==> config.mk <==
export PLATFORM = sky130hd
export DESIGN_NAME = out_uart_tx_flat
export DESIGN_NICKNAME = d
export VERILOG_FILES = /design/src/rtl/out_uart_tx_if.sv /design/src/rtl/out_uart_tx.sv /design/src/flat_wrapper.sv
export SDC_FILE = /design/constraint.sdc
export NUM_CORES = 1
export LEC_CHECK = 0
export CAP_MARGIN = 20
export CORE_ASPECT_RATIO = 1.2
export CORE_UTILIZATION = 45
export DETAILED_ROUTE_END_ITERATION = 10
export GPL_ROUTABILITY_DRIVEN = 0
export PLACE_DENSITY = 0.73
export SLEW_MARGIN = 20
export SYNTH_ARGS = -nofsm -noshare
export SYNTH_HDL_FRONTEND = slang
export SYNTH_SLANG_ARGS = --single-unit
==> constraint.sdc <==
create_clock -name clk -period 3.5 [get_ports clk]
set_clock_uncertainty 0.1 [all_clocks]
set_input_delay 0.7 -clock clk [delete_from_list [all_inputs] [get_ports clk]]
set_output_delay 0.7 -clock clk [all_outputs]
set_load 0.01 [all_outputs]
==> src/rtl/out_uart_tx_if.sv <==
// Byte-stream interface between the CPU output path and the UART transmitter.
// The master drives strobe/data; the slave reports line and queue status.
interface out_uart_tx_if #(
  parameter int DEPTH = 4
);
  logic                    out_strobe;
  logic [7:0]              out_data;
  logic                    txd;
  logic                    busy;
  logic [$clog2(DEPTH):0]  fifo_count;
  logic                    overflow;

  modport master (
    output out_strobe, out_data,
    input  txd, busy, fifo_count, overflow
  );

  modport slave (
    input  out_strobe, out_data,
    output txd, busy, fifo_count, overflow
  );
endinterface

==> src/rtl/out_uart_tx.sv <==
// 8N1 LSB-first UART transmitter fed by a small drop-on-full FIFO.
// Bytes arriving while the FIFO is full are discarded and flagged in a sticky overflow bit.
module out_uart_tx #(
  parameter int CLKS_PER_BIT = 4,
  parameter int DEPTH        = 4
) (
  input  logic         clk,
  input  logic         reset,
  out_uart_tx_if.slave bus
);
  localparam int PW  = $clog2(DEPTH);
  localparam int CW  = PW + 1;
  localparam int CCW = (CLKS_PER_BIT > 1) ? $clog2(CLKS_PER_BIT) : 1;

  typedef enum logic [1:0] {
    S_IDLE  = 2'd0,
    S_START = 2'd1,
    S_DATA  = 2'd2,
    S_STOP  = 2'd3
  } state_t;

  state_t          r_state;
  state_t          w_state_nxt;
  logic [CCW-1:0]  r_cyc;
  logic [2:0]      r_bit;
  logic [7:0]      r_shift;
  logic [7:0]      w_shift_nxt;
  logic [7:0]      r_mem [DEPTH];
  logic [PW-1:0]   r_wptr;
  logic [PW-1:0]   r_rptr;
  logic [CW-1:0]   r_count;
  logic [CW-1:0]   w_count_nxt;
  logic            r_txd;
  logic            r_busy;
  logic            r_ovf;
  logic            w_txd_nxt;
  logic            w_busy_nxt;
  logic            w_cyc_last;
  logic            w_has;
  logic            w_pop;
  logic            w_push;

  assign w_cyc_last = (r_cyc == CCW'(CLKS_PER_BIT - 1));
  assign w_has      = (r_count != CW'(0));
  // Pops use the pre-edge count, so a byte written this edge waits one cycle.
  assign w_pop      = w_has && ((r_state == S_IDLE) || ((r_state == S_STOP) && w_cyc_last));
  assign w_push     = bus.out_strobe && ((r_count < CW'(DEPTH)) || w_pop);

  // State register
  always_ff @(posedge clk) begin
    if (reset) begin
      r_state <= S_IDLE;
    end else begin
      r_state <= w_state_nxt;
    end
  end

  // Next-state logic
  always_comb begin
    w_state_nxt = r_state;
    case (r_state)
      S_IDLE:  w_state_nxt = w_has ? S_START : S_IDLE;
      S_START: w_state_nxt = w_cyc_last ? S_DATA : S_START;
      S_DATA:  w_state_nxt = (w_cyc_last && (r_bit == 3'd7)) ? S_STOP : S_DATA;
      S_STOP: begin
        if (w_cyc_last) begin
          w_state_nxt = w_has ? S_START : S_IDLE;
        end else begin
          w_state_nxt = S_STOP;
        end
      end
      default: w_state_nxt = S_IDLE;
    endcase
  end

  // Output and datapath next values; txd is registered from the next state
  always_comb begin
    w_shift_nxt = r_shift;
    if (w_pop) begin
      w_shift_nxt = r_mem[r_rptr];
    end else if ((r_state == S_DATA) && w_cyc_last) begin
      w_shift_nxt = {1'b0, r_shift[7:1]};
    end else begin
      w_shift_nxt = r_shift;
    end

    case (w_state_nxt)
      S_START: w_txd_nxt = 1'b0;
      S_DATA:  w_txd_nxt = w_shift_nxt[0];
      default: w_txd_nxt = 1'b1;
    endcase

    case ({w_push, w_pop})
      2'b10:   w_count_nxt = r_count + CW'(1);
      2'b01:   w_count_nxt = r_count - CW'(1);
      default: w_count_nxt = r_count;
    endcase

    w_busy_nxt = (w_state_nxt != S_IDLE) || (w_count_nxt != CW'(0));
  end

  // Counters, shifter, FIFO storage and registered outputs
  always_ff @(posedge clk) begin
    if (reset) begin
      r_cyc   <= CCW'(0);
      r_bit   <= 3'd0;
      r_shift <= 8'd0;
      r_wptr  <= PW'(0);
      r_rptr  <= PW'(0);
      r_count <= CW'(0);
      r_txd   <= 1'b1;
      r_busy  <= 1'b0;
      r_ovf   <= 1'b0;
      for (int i = 0; i < DEPTH; i++) begin
        r_mem[i] <= 8'd0;
      end
    end else begin
      r_cyc   <= ((r_state == S_IDLE) || w_cyc_last) ? CCW'(0) : r_cyc + CCW'(1);
      if (r_state == S_START) begin
        r_bit <= 3'd0;
      end else if ((r_state == S_DATA) && w_cyc_last) begin
        r_bit <= r_bit + 3'd1;
      end else begin
        r_bit <= r_bit;
      end
      r_shift <= w_shift_nxt;
      if (w_push) begin
        r_mem[r_wptr] <= bus.out_data;
        r_wptr        <= r_wptr + PW'(1);
      end
      if (w_pop) begin
        r_rptr <= r_rptr + PW'(1);
      end
      r_count <= w_count_nxt;
      r_txd   <= w_txd_nxt;
      r_busy  <= w_busy_nxt;
      r_ovf   <= r_ovf | (bus.out_strobe & ~w_push);
    end
  end

  assign bus.txd        = r_txd;
  assign bus.busy       = r_busy;
  assign bus.fifo_count = r_count;
  assign bus.overflow   = r_ovf;
endmodule
==> src/flat_wrapper.sv <==
// flat-port wrapper written by rule: the top's interface ports become plain ports
module out_uart_tx_flat 
#(
  parameter int CLKS_PER_BIT = 4,
  parameter int DEPTH        = 4
)
  (clk, reset, bus_out_strobe, bus_out_data, bus_txd, bus_busy, bus_fifo_count, bus_overflow);
  out_uart_tx_if #(.DEPTH(DEPTH)) bus_i ();
  input  logic clk;
  input  logic reset;
  input wire logic [$bits(bus_i.out_strobe)-1:0] bus_out_strobe;
  input wire logic [$bits(bus_i.out_data)-1:0] bus_out_data;
  output wire logic [$bits(bus_i.txd)-1:0] bus_txd;
  output wire logic [$bits(bus_i.busy)-1:0] bus_busy;
  output wire logic [$bits(bus_i.fifo_count)-1:0] bus_fifo_count;
  output wire logic [$bits(bus_i.overflow)-1:0] bus_overflow;
  assign bus_i.out_strobe = bus_out_strobe;
  assign bus_i.out_data = bus_out_data;
  assign bus_txd = bus_i.txd;
  assign bus_busy = bus_i.busy;
  assign bus_fifo_count = bus_i.fifo_count;
  assign bus_overflow = bus_i.overflow;
  out_uart_tx #(.CLKS_PER_BIT(CLKS_PER_BIT), .DEPTH(DEPTH)) u_core (.clk(clk), .reset(reset), .bus(bus_i));
endmodule
==> out/qor.yml, run 1 <==
setup_path:
  required_ps: 3650
  crit_type: "flop to flop"
  worstPathMaxFanout: 16
  end_kind: "flop"
  critPathArrivalTime_ps: 3010
  crit_chain: "ha_1 > and3_1 > o21ai_2 > inv_1 > ha_1 > inv_1 > fa_1 > xor2_1 > or3_1 > a21oi_1"
  setup.worst_path.start_class: "flop"
  critPathMaxStageDelay_ps: 370
  critPathSlowestCell: "ha_1"
final_layout:
  final_nets: 264
  multi_input_area_um2: 1040
  fill_cells: 495
  regArea_um2: 1501
  layout-drive-gt1-share: 0.1739
  area_growth_pct: 15.69
  diodes: 0
  stdcell_area_um2: 3082
die:
  die_w_um: 72.24
  ios: 17
  num_rows: 30
  die_h_um: 86.28
  die-area_um2: 6232
  start_util: 0.4700
  fp.coreArea_um2: 5668
drt:
  topRoutingLayerUsed: "met4"
  drt-wirelength-per-cell_um: 13.91
  vias_per_cell: 4.979
  drc_errors: 0
  final_antenna_net_count: 0
  routed_wl_um: 4633
  wl_met1_um: 2064
  via_count: 1658
  wl_met3_um: 154
  met2_length_um: 2384
  drtPass1Iterations: 4
  drt_iter0_drc: 65
synthesis:
  yosys.area.top_type: "edfxtp_1"
  yosysMostFrequentCell: "edfxtp_1"
  yosys_warnings: 0
  seq_area_frac_synth: 0.5636
  syn_avg_cell_area_um2: 11.58
  synth_edf_count: 32
  synthFlopType: "edfxtp_1"
  netlist_top_cells_area: "edfxtp_1 (36%), dfxtp_1 (20%), mux4_2 (6.8%)"
  synth_top_area_share: 0.3607
  async_flop_share: 0
  postSynthCellCount: 230
  yosys.cell_types.count: 41
  synthesis.nets: 246
  ys_ff_latch: 59
  syn_area_um2: 2664
  synth_commonest_cells: "edfxtp_1 (32), dfxtp_1 (27), nor2_1 (24)"
sta:
  period_minus_slack_ps: 2857
  fmaxAchievable_mhz: 350.0
  setup_viol: 0
  hold_slack_ps: 342.8
  tns_ps: 0
  slew_viol_final: 0
  max-slew-margin-rel: 0.5844
  fin_crit_sh: 0.8163
  tightest_slew_ps: 621.5
  hold_viol: 0
  rsz0062_at_grt: "no"
clock_network:
  ctsResizeCount: 0
  holdBufCountCts: 0
  clk_latency_ps: 330
  cts_setup_buffers: 0
  htree_num_levels: 3
  clockRootBuffer: "clkbuf_8"
  cts_tree: "done"
  cts-buffers-inserted: 9
  clk_pin_slew_ps: 60
  numClockSinks: 59
  clockBufferDepth: 2
power_and_ir_drop:
  power_leakage_uw: 0.001187
  max-vdd-ir-drop_mv: 0.2983
  powerDensity_nw_per_um2: 662.8
run_status:
  status: "completed"
global_route:
  grt_pass1_vias: 1621
  grt_remaining_overflow: 0
  grt.total_usage: 0.1661
  grt_pass1_wl_um: 7576
  grt_max_degree: 28
  antenna_found_initial: 0
place:
  placed_area_um2: 2899
  hpwl_um: 3085
  portBuffers: 16
flow_run:
  max-cap-violations: 0
hold_path:
  holdCritPathClass: "flop to flop"
per-stage QoR:
stage	worst slack [ps]	power [µW]	instances	utilization
after global routing	393.6	2165	333	0.5437
after detailed placement	689.0	1497	317	0.5115
after global placement	764.6	1487	317	0.5115
after floorplan	914.3	1356	230	-
final	642.9	2043	333	0.5437
after CTS	658.0	2062	333	0.5437
report_power, final:
group          total [µW]  leakage, µW  internal (µW)  switching (µW)
Sequential            956     0.000555            858            97.4
Clock                 563    0.0000965            313             250
Combinational         524     0.000537            259             264
routing by layer:
metal / track usage / vias to the layer above
met5: 0 / -
met4: 0.07308 / 0
met3: 0.04535 / 2
met2: 0.2804 / 25
met1: 0.1974 / 783
li1: - / 848
cell type report:
class	instances	share of cell area
Clock inverter	2	0.003248
Tap cell	80	0.03248
Inverter	14	0.01705
Sequential cell	59	0.4872
Timing Repair Buffer	22	0.06659
Multi-Input combinational cell	142	0.3374
Clock buffer	14	0.05603
kinds of logic after synthesis:
logic type	count (synthesis)	synth area share
DFF	59	0.5636
and+or+nand+nor	83	0.1677
muxes	17	0.1019
xor gates and xnor gates	6	0.01973
buffers and inverters	29	0.04603
adders and majority gates	5	0.02630
AOI/OAI and AO/OA	31	0.07469
worst max-delay path: cells and delay by family (launching register included):
| kind | cells | cell delay, ps |
|---|---|---|
| adders and majority gates | 3 | 940 |
| and+or+nand+nor | 2 | 630 |
| AOI/OAI and AO/OA | 2 | 370 |
| DFF | 1 | 340 |
| buffers and inverters | 2 | 240 |
| xor gates and xnor gates | 1 | 150 |
sequential cells by signal, indices dropped and copies added, names as in the netlist, named ones only:
name	cells
u_core.r_mem	32
u_core.r_shift	8
u_core.bus.fifo_count	3
u_core.r_bit	3
u_core.r_cyc	2
u_core.r_rptr	2
u_core.r_state	2
u_core.r_wptr	2
u_core.bus.busy	1
u_core.bus.overflow	1
u_core.bus.txd	1
final timing paths:
path | slack (ps) | cells after the start | endpoint | from
worst max register to register | 640 | 10 | u_core.bus.fifo_count[2]$_SDFF_PP0_ | u_core.r_cyc[0]$_SDFF_PP0_
worst max-delay path | 640 | 10 | u_core.bus.fifo_count[2]$_SDFF_PP0_ | u_core.r_cyc[0]$_SDFF_PP0_
worst min-delay path | 340 | 1 | u_core.r_cyc[0]$_SDFF_PP0_ | u_core.r_cyc[0]$_SDFF_PP0_
worst min register to register | 340 | 1 | u_core.r_cyc[0]$_SDFF_PP0_ | u_core.r_cyc[0]$_SDFF_PP0_
cells in the final DEF, fill, tap and decap left out, types with 2 or more instances in the layout:
cell / count
edfxtp_1: 32
dfxtp_1: 27
nor2_1: 24
and2_1: 16
clkdlybuf4s50_1: 16
inv_1: 14
a21oi_1: 12
clkbuf_8: 12
nor3_1: 9
mux4_2: 8
mux2i_1: 8
nor2_2: 8
nand2_1: 6
a211oi_1: 6
buf_4: 6
xor2_1: 4
ha_1: 4
or3_1: 3
or2_2: 3
nand2b_1: 3
nand3_1: 3
o21ai_1: 2
o21bai_1: 2
nor4_2: 2
nand3b_1: 2
o21ai_0: 2
xnor2_1: 2
clkinv_2: 2
clkbuf_1: 2
Power figures use the tool's default switching activity.
==> run 2: changes to the inputs <==
==> constraint.sdc (replaced) <==
create_clock -name clk -period 2.9 [get_ports clk]
set_clock_uncertainty 0.1 [all_clocks]
set_input_delay 0.58 -clock clk [delete_from_list [all_inputs] [get_ports clk]]
set_output_delay 0.58 -clock clk [all_outputs]
set_load 0.01 [all_outputs]
==> run 2 against run 1 <==
Sequential power grew 20%. Critical path depth shrank 1. Maximum frequency is 12% higher. Combinational power increased by 24%. Non-clock buffer count is 3 higher. Global-route usage increased by 0.69 points. Critical endpoint unchanged.
==> out/qor.yml, run 2 (synthesis gave the netlist of run 1 again) <==
clock_network:
  ctsResizeCount: 0
  htree_num_levels: 3
  clk_pin_slew_ps: 60
  cts_tree: "done"
  clk_latency_ps: 330
  holdBufCountCts: 0
  clockBufferDepth: 2
  numClockSinks: 59
  clockRootBuffer: "clkbuf_8"
  cts-buffers-inserted: 9
  cts_setup_buffers: 0
power_and_ir_drop:
  power_leakage_uw: 0.001211
  p_sw_uw: 752.3
  swShare: 0.2898
  powerDensity_nw_per_um2: 829.2
  internal_power_uw: 1843
  max-vdd-ir-drop_mv: 0.3484
  pwr-share-comb: 0.250
  p_seq_frac: 0.443
  p_clk_frac: 0.307
sta:
  tightest_slew_ps: 536.4
  rsz0062_at_grt: "no"
  fmaxAchievable_mhz: 393.2
  setup_viol: 0
  tns_ps: 0
  slew_viol_final: 0
  fin_crit_sh: 0.8769
  period_minus_slack_ps: 2543
  hold_viol: 0
  max-slew-margin-rel: 0.6419
setup_path:
  required_ps: 3060
  crit_start: "u_core.r_state[1]$_SDFF_PP0_"
  setup.worst_path.start_class: "flop"
  crit_top_cell: "inv_1"
  crit_family: "simple AND/OR/NAND/NOR gates"
  critPathMaxStageDelay_ps: 590
  critPathSlowestCell: "dfxtp_1"
  critPathArrivalTime_ps: 2710
  end_kind: "flop"
  crit_path_end: "u_core.bus.fifo_count[2]$_SDFF_PP0_"
  reg2reg_to: "u_core.bus.fifo_count[2]$_SDFF_PP0_"
  path_buf_inv: 2
  crit_chain: "and3_1 > o21ai_2 > inv_1 > ha_1 > inv_1 > fa_1 > xor2_1 > or3_1 > a21oi_1"
  timing.reg2reg.worst_path_depth: 9
  critical_path_depth: 9
  worstPathMaxFanout: 16
  r2r_start: "u_core.r_state[1]$_SDFF_PP0_"
  crit_type: "flop to flop"
  regToRegSetupSlack_ps: 360
run_status:
  status: "completed"
hold_path:
  holdCritPathClass: "flop to flop"
final_layout:
  diodes: 0
  reg_top3: "u_core.r_mem x32, u_core.r_shift x8"
  layout-drive-gt1-share: 0.1797
  largest-register: "u_core.r_mem"
  final_nets: 267
  stdcell_area_um2: 3131
  layout_commonest_cell: "edfxtp_1"
  final_cell_mix: "edfxtp_1 (32), dfxtp_1 (27), nor2_1 (24)"
  largest_register_ff_count: 32
  area_growth_pct: 17.52
drt:
  final_antenna_net_count: 0
  drt-wirelength-per-cell_um: 13.74
  vias_per_cell: 5.119
  routed_wl_um: 4618
  drt_iter0_drc: 95
  drtPass1Iterations: 4
  drc_errors: 0
  via_count: 1720
die:
  num_rows: 30
  die_w_um: 72.24
  fp.coreArea_um2: 5668
  die-area_um2: 6232
  start_util: 0.4700
  die_h_um: 86.28
  ios: 17
global_route:
  antenna_found_initial: 0
  grt_pass1_wl_um: 7810
  grt_max_degree: 25
  grt_pass1_vias: 1690
  grt_remaining_overflow: 0
  grt.total_usage: 0.1730
place:
  hpwl_um: 3089
  placed_area_um2: 2922
  portBuffers: 16
flow_run:
  max-cap-violations: 0
run 2: cell types whose count changed in the layout (fill, tap and decap cells not counted), sizes merged:
cell    previous run  this run
buf                6         9
clkbuf            14        11
clkinv             2         3
bufinv             0         2
run 2: layout make-up:
cell class                      instances  area [µm²]
Clock buffer                           11       131.4
Clock inverter                          5       77.57
Fill cell                             489        2537
Inverter                               14       52.55
Multi-Input combinational cell        142        1040
Sequential cell                        59        1501
Tap cell                               80       100.1
Timing Repair Buffer                   25       227.7
run 2: worst min path at each step:
stage	from	end	slack, ps	depth (start not counted)
after floorplan	u_core.r_cyc[0]$_SDFF_PP0_	u_core.r_cyc[0]$_SDFF_PP0_	310	1
after global placement	u_core.r_cyc[0]$_SDFF_PP0_	u_core.r_cyc[0]$_SDFF_PP0_	320	1
after detailed placement	u_core.r_cyc[0]$_SDFF_PP0_	u_core.r_cyc[0]$_SDFF_PP0_	330	1
after CTS	u_core.r_cyc[0]$_SDFF_PP0_	u_core.r_cyc[0]$_SDFF_PP0_	340	1
after global routing	u_core.r_cyc[0]$_SDFF_PP0_	u_core.r_cyc[0]$_SDFF_PP0_	370	1
final	u_core.r_cyc[0]$_SDFF_PP0_	u_core.r_cyc[0]$_SDFF_PP0_	340	1
run 2: power by group through the flow:
| stage | sequential [µW] | clock (µW) | combinational (µW) |
|---|---|---|---|
| 3_5_place_dp | 1170 | 0 | 652 |
| 6_report | 1150 | 797 | 650 |
| 2_1_floorplan | 1120 | 0 | 517 |
| 4_1_cts | 1150 | 815 | 655 |
| 3_3_place_gp | 1170 | 0 | 642 |
| 5_1_grt | 1180 | 847 | 725 |
run 2: worst register-to-register path: stages, from the launching register on:
cell     delay (ps)
dfxtp_1         590
and3_1          370
o21ai_2          80
inv_1           110
ha_1            190
inv_1            60
fa_1            370
xor2_1          160
or3_1           310
a21oi_1         150
run 2: metrics by stage:
step	cells	util	setup WS [ps]	total power, µW	hold WS (ps)
after floorplan	230	-	314.3	1637	307.2
after global placement	320	0.5155	368.8	1809	321.4
after detailed placement	320	0.5155	301.7	1823	325.2
after CTS	336	0.5523	367.9	2624	338.1
after global routing	336	0.5523	116.1	2749	367.3
final	336	0.5523	356.9	2596	340.9
run 2: metal layers:
metal / share of wire / track usage / vias up
li1: - / - / 857
met1: 0.43 / 0.1966 / 826
met2: 0.52 / 0.2880 / 27
met3: 0.026 / 0.04767 / 10
met4: 0.027 / 0.1052 / 0
met5: 0 / 0 / -
==> patch (config.mk and constraints of run 2) <==
`CLKS_PER_BIT` is set to 4 in 2 places; all go to 8.
--- a/src/rtl/out_uart_tx.sv
+++ b/src/rtl/out_uart_tx.sv
@@ -1,7 +1,7 @@
 // 8N1 LSB-first UART transmitter fed by a small drop-on-full FIFO.
 // Bytes arriving while the FIFO is full are discarded and flagged in a sticky overflow bit.
 module out_uart_tx #(
-  parameter int CLKS_PER_BIT = 4,
+  parameter int CLKS_PER_BIT = 8,
   parameter int DEPTH        = 4
 ) (
   input  logic         clk,
--- a/src/flat_wrapper.sv
+++ b/src/flat_wrapper.sv
@@ -1,7 +1,7 @@
 // flat-port wrapper written by rule: the top's interface ports become plain ports
 module out_uart_tx_flat 
 #(
-  parameter int CLKS_PER_BIT = 4,
+  parameter int CLKS_PER_BIT = 8,
   parameter int DEPTH        = 4
 )
   (clk, reset, bus_out_strobe, bus_out_data, bus_txd, bus_busy, bus_fifo_count, bus_overflow);
Behaviour: not the same (a bounded check fails within 10 cycles, from zero or initial values and one cycle with reset high).
==> patch against run 2 <==
Hold slack improved by 0.0010 ns. Area after synthesis increased by 0.85%. Highest routed layer unchanged. Global-route usage decreased by 0.52 points. Cell area about the same. Critical path depth increased by 2. Setup slack got worse by 0.067 ns. Clock power decreased by 2%. Total power increased by 4.7%. Utilization decreased by 0.34 points. Critical endpoint unchanged. Wire length decreased by 1.8%. Sequential cell count increased by 1. Count of clock-buffer cells in the layout decreased by 2. Via count decreased by 5.7%. Die area increased by 0.82%.
==> patch: results (changes against run 2) <==
status=completed (unchanged); LEAKAGE=0.001237 uW (was 0.001211 uW); register share of total power=0.440 (was 0.443); # placed instances=306 (was 320); cell count after synthesis=216 (was 230); Synth top cells by count=34 x and2_1, 32 x edfxtp_1, 28 x dfxtp_1 (was 32 x edfxtp_1, 27 x dfxtp_1, 24 x nor2_1); Rel. slew slack=0.6333 (was 0.6419); first-pass GRT wire length=7.659 mm (was 7.810 mm); initial DRC count=108 (was 95); DR WL met2=2.323 mm (was 2.387 mm); Yosys cell types=45 (was 41); largest net degree at the start of global routing=32 (was 25); GR Util met2=0.2897 (was 0.2880); Synth Area in Adders=0.03074 (was 0.02630); # nets final=254 (was 267); Routed met1 length=1.961 mm (was 1.985 mm); maximum VDD drop=0.3655 mV (was 0.3484 mV); xor-xnor portion of the synthesized cell area=0.01956 (was 0.01973); reg2reg path depth=11 (was 9); fin cells=322 (was 336); Setup WS pre-CTS=0.2864 ns (was 0.3017 ns); setup ws final=0.2902 ns (was 0.3569 ns); Synth Area in Compound Gates=0.08011 (was 0.07468); layout cells sized above 1=0.1529 (was 0.1797); M1 GR Usage=0.1843 (was 0.1966); Comb pwr share=0.271 (was 0.250)
[patch: cell types whose count changed after synthesis, sizes merged, moves of 3 or more]
cell    change
inv         -8
a21oi       -6
nor2       -10
nor3        -7
nand2       -3
and2       +18
a22oi       +3
clkbuf      -3
[patch: critical path, cell delays in order (launching register included)]
cell	delay (ns)
dfxtp_1	0.34
ha_1	0.15
ha_1	0.32
and3_1	0.24
o21ai_2	0.06
inv_1	0.11
ha_1	0.19
inv_1	0.06
fa_1	0.38
xor2_1	0.16
or3_1	0.30
a21oi_1	0.14
[patch: layout make-up]
type,instances,area (um2)
clock buffers,9,123.9
clock inverters,7,81.33
fillers,510,2574
inverters,6,22.52
multi-input cells,137,1070
flip-flops and latches,60,1521
well taps,80,100.1
repair buffers,23,212.7
[patch: through the flow]
step	cell area [um2]	utilization	hold WS, ns
after floorplan	2686	-	0.3065
after global placement	2927	0.5129	0.3171
after detailed placement	2927	0.5129	0.3403
after CTS	3132	0.5489	0.3492
after global routing	3132	0.5489	0.3622
final	3132	0.5489	0.3419
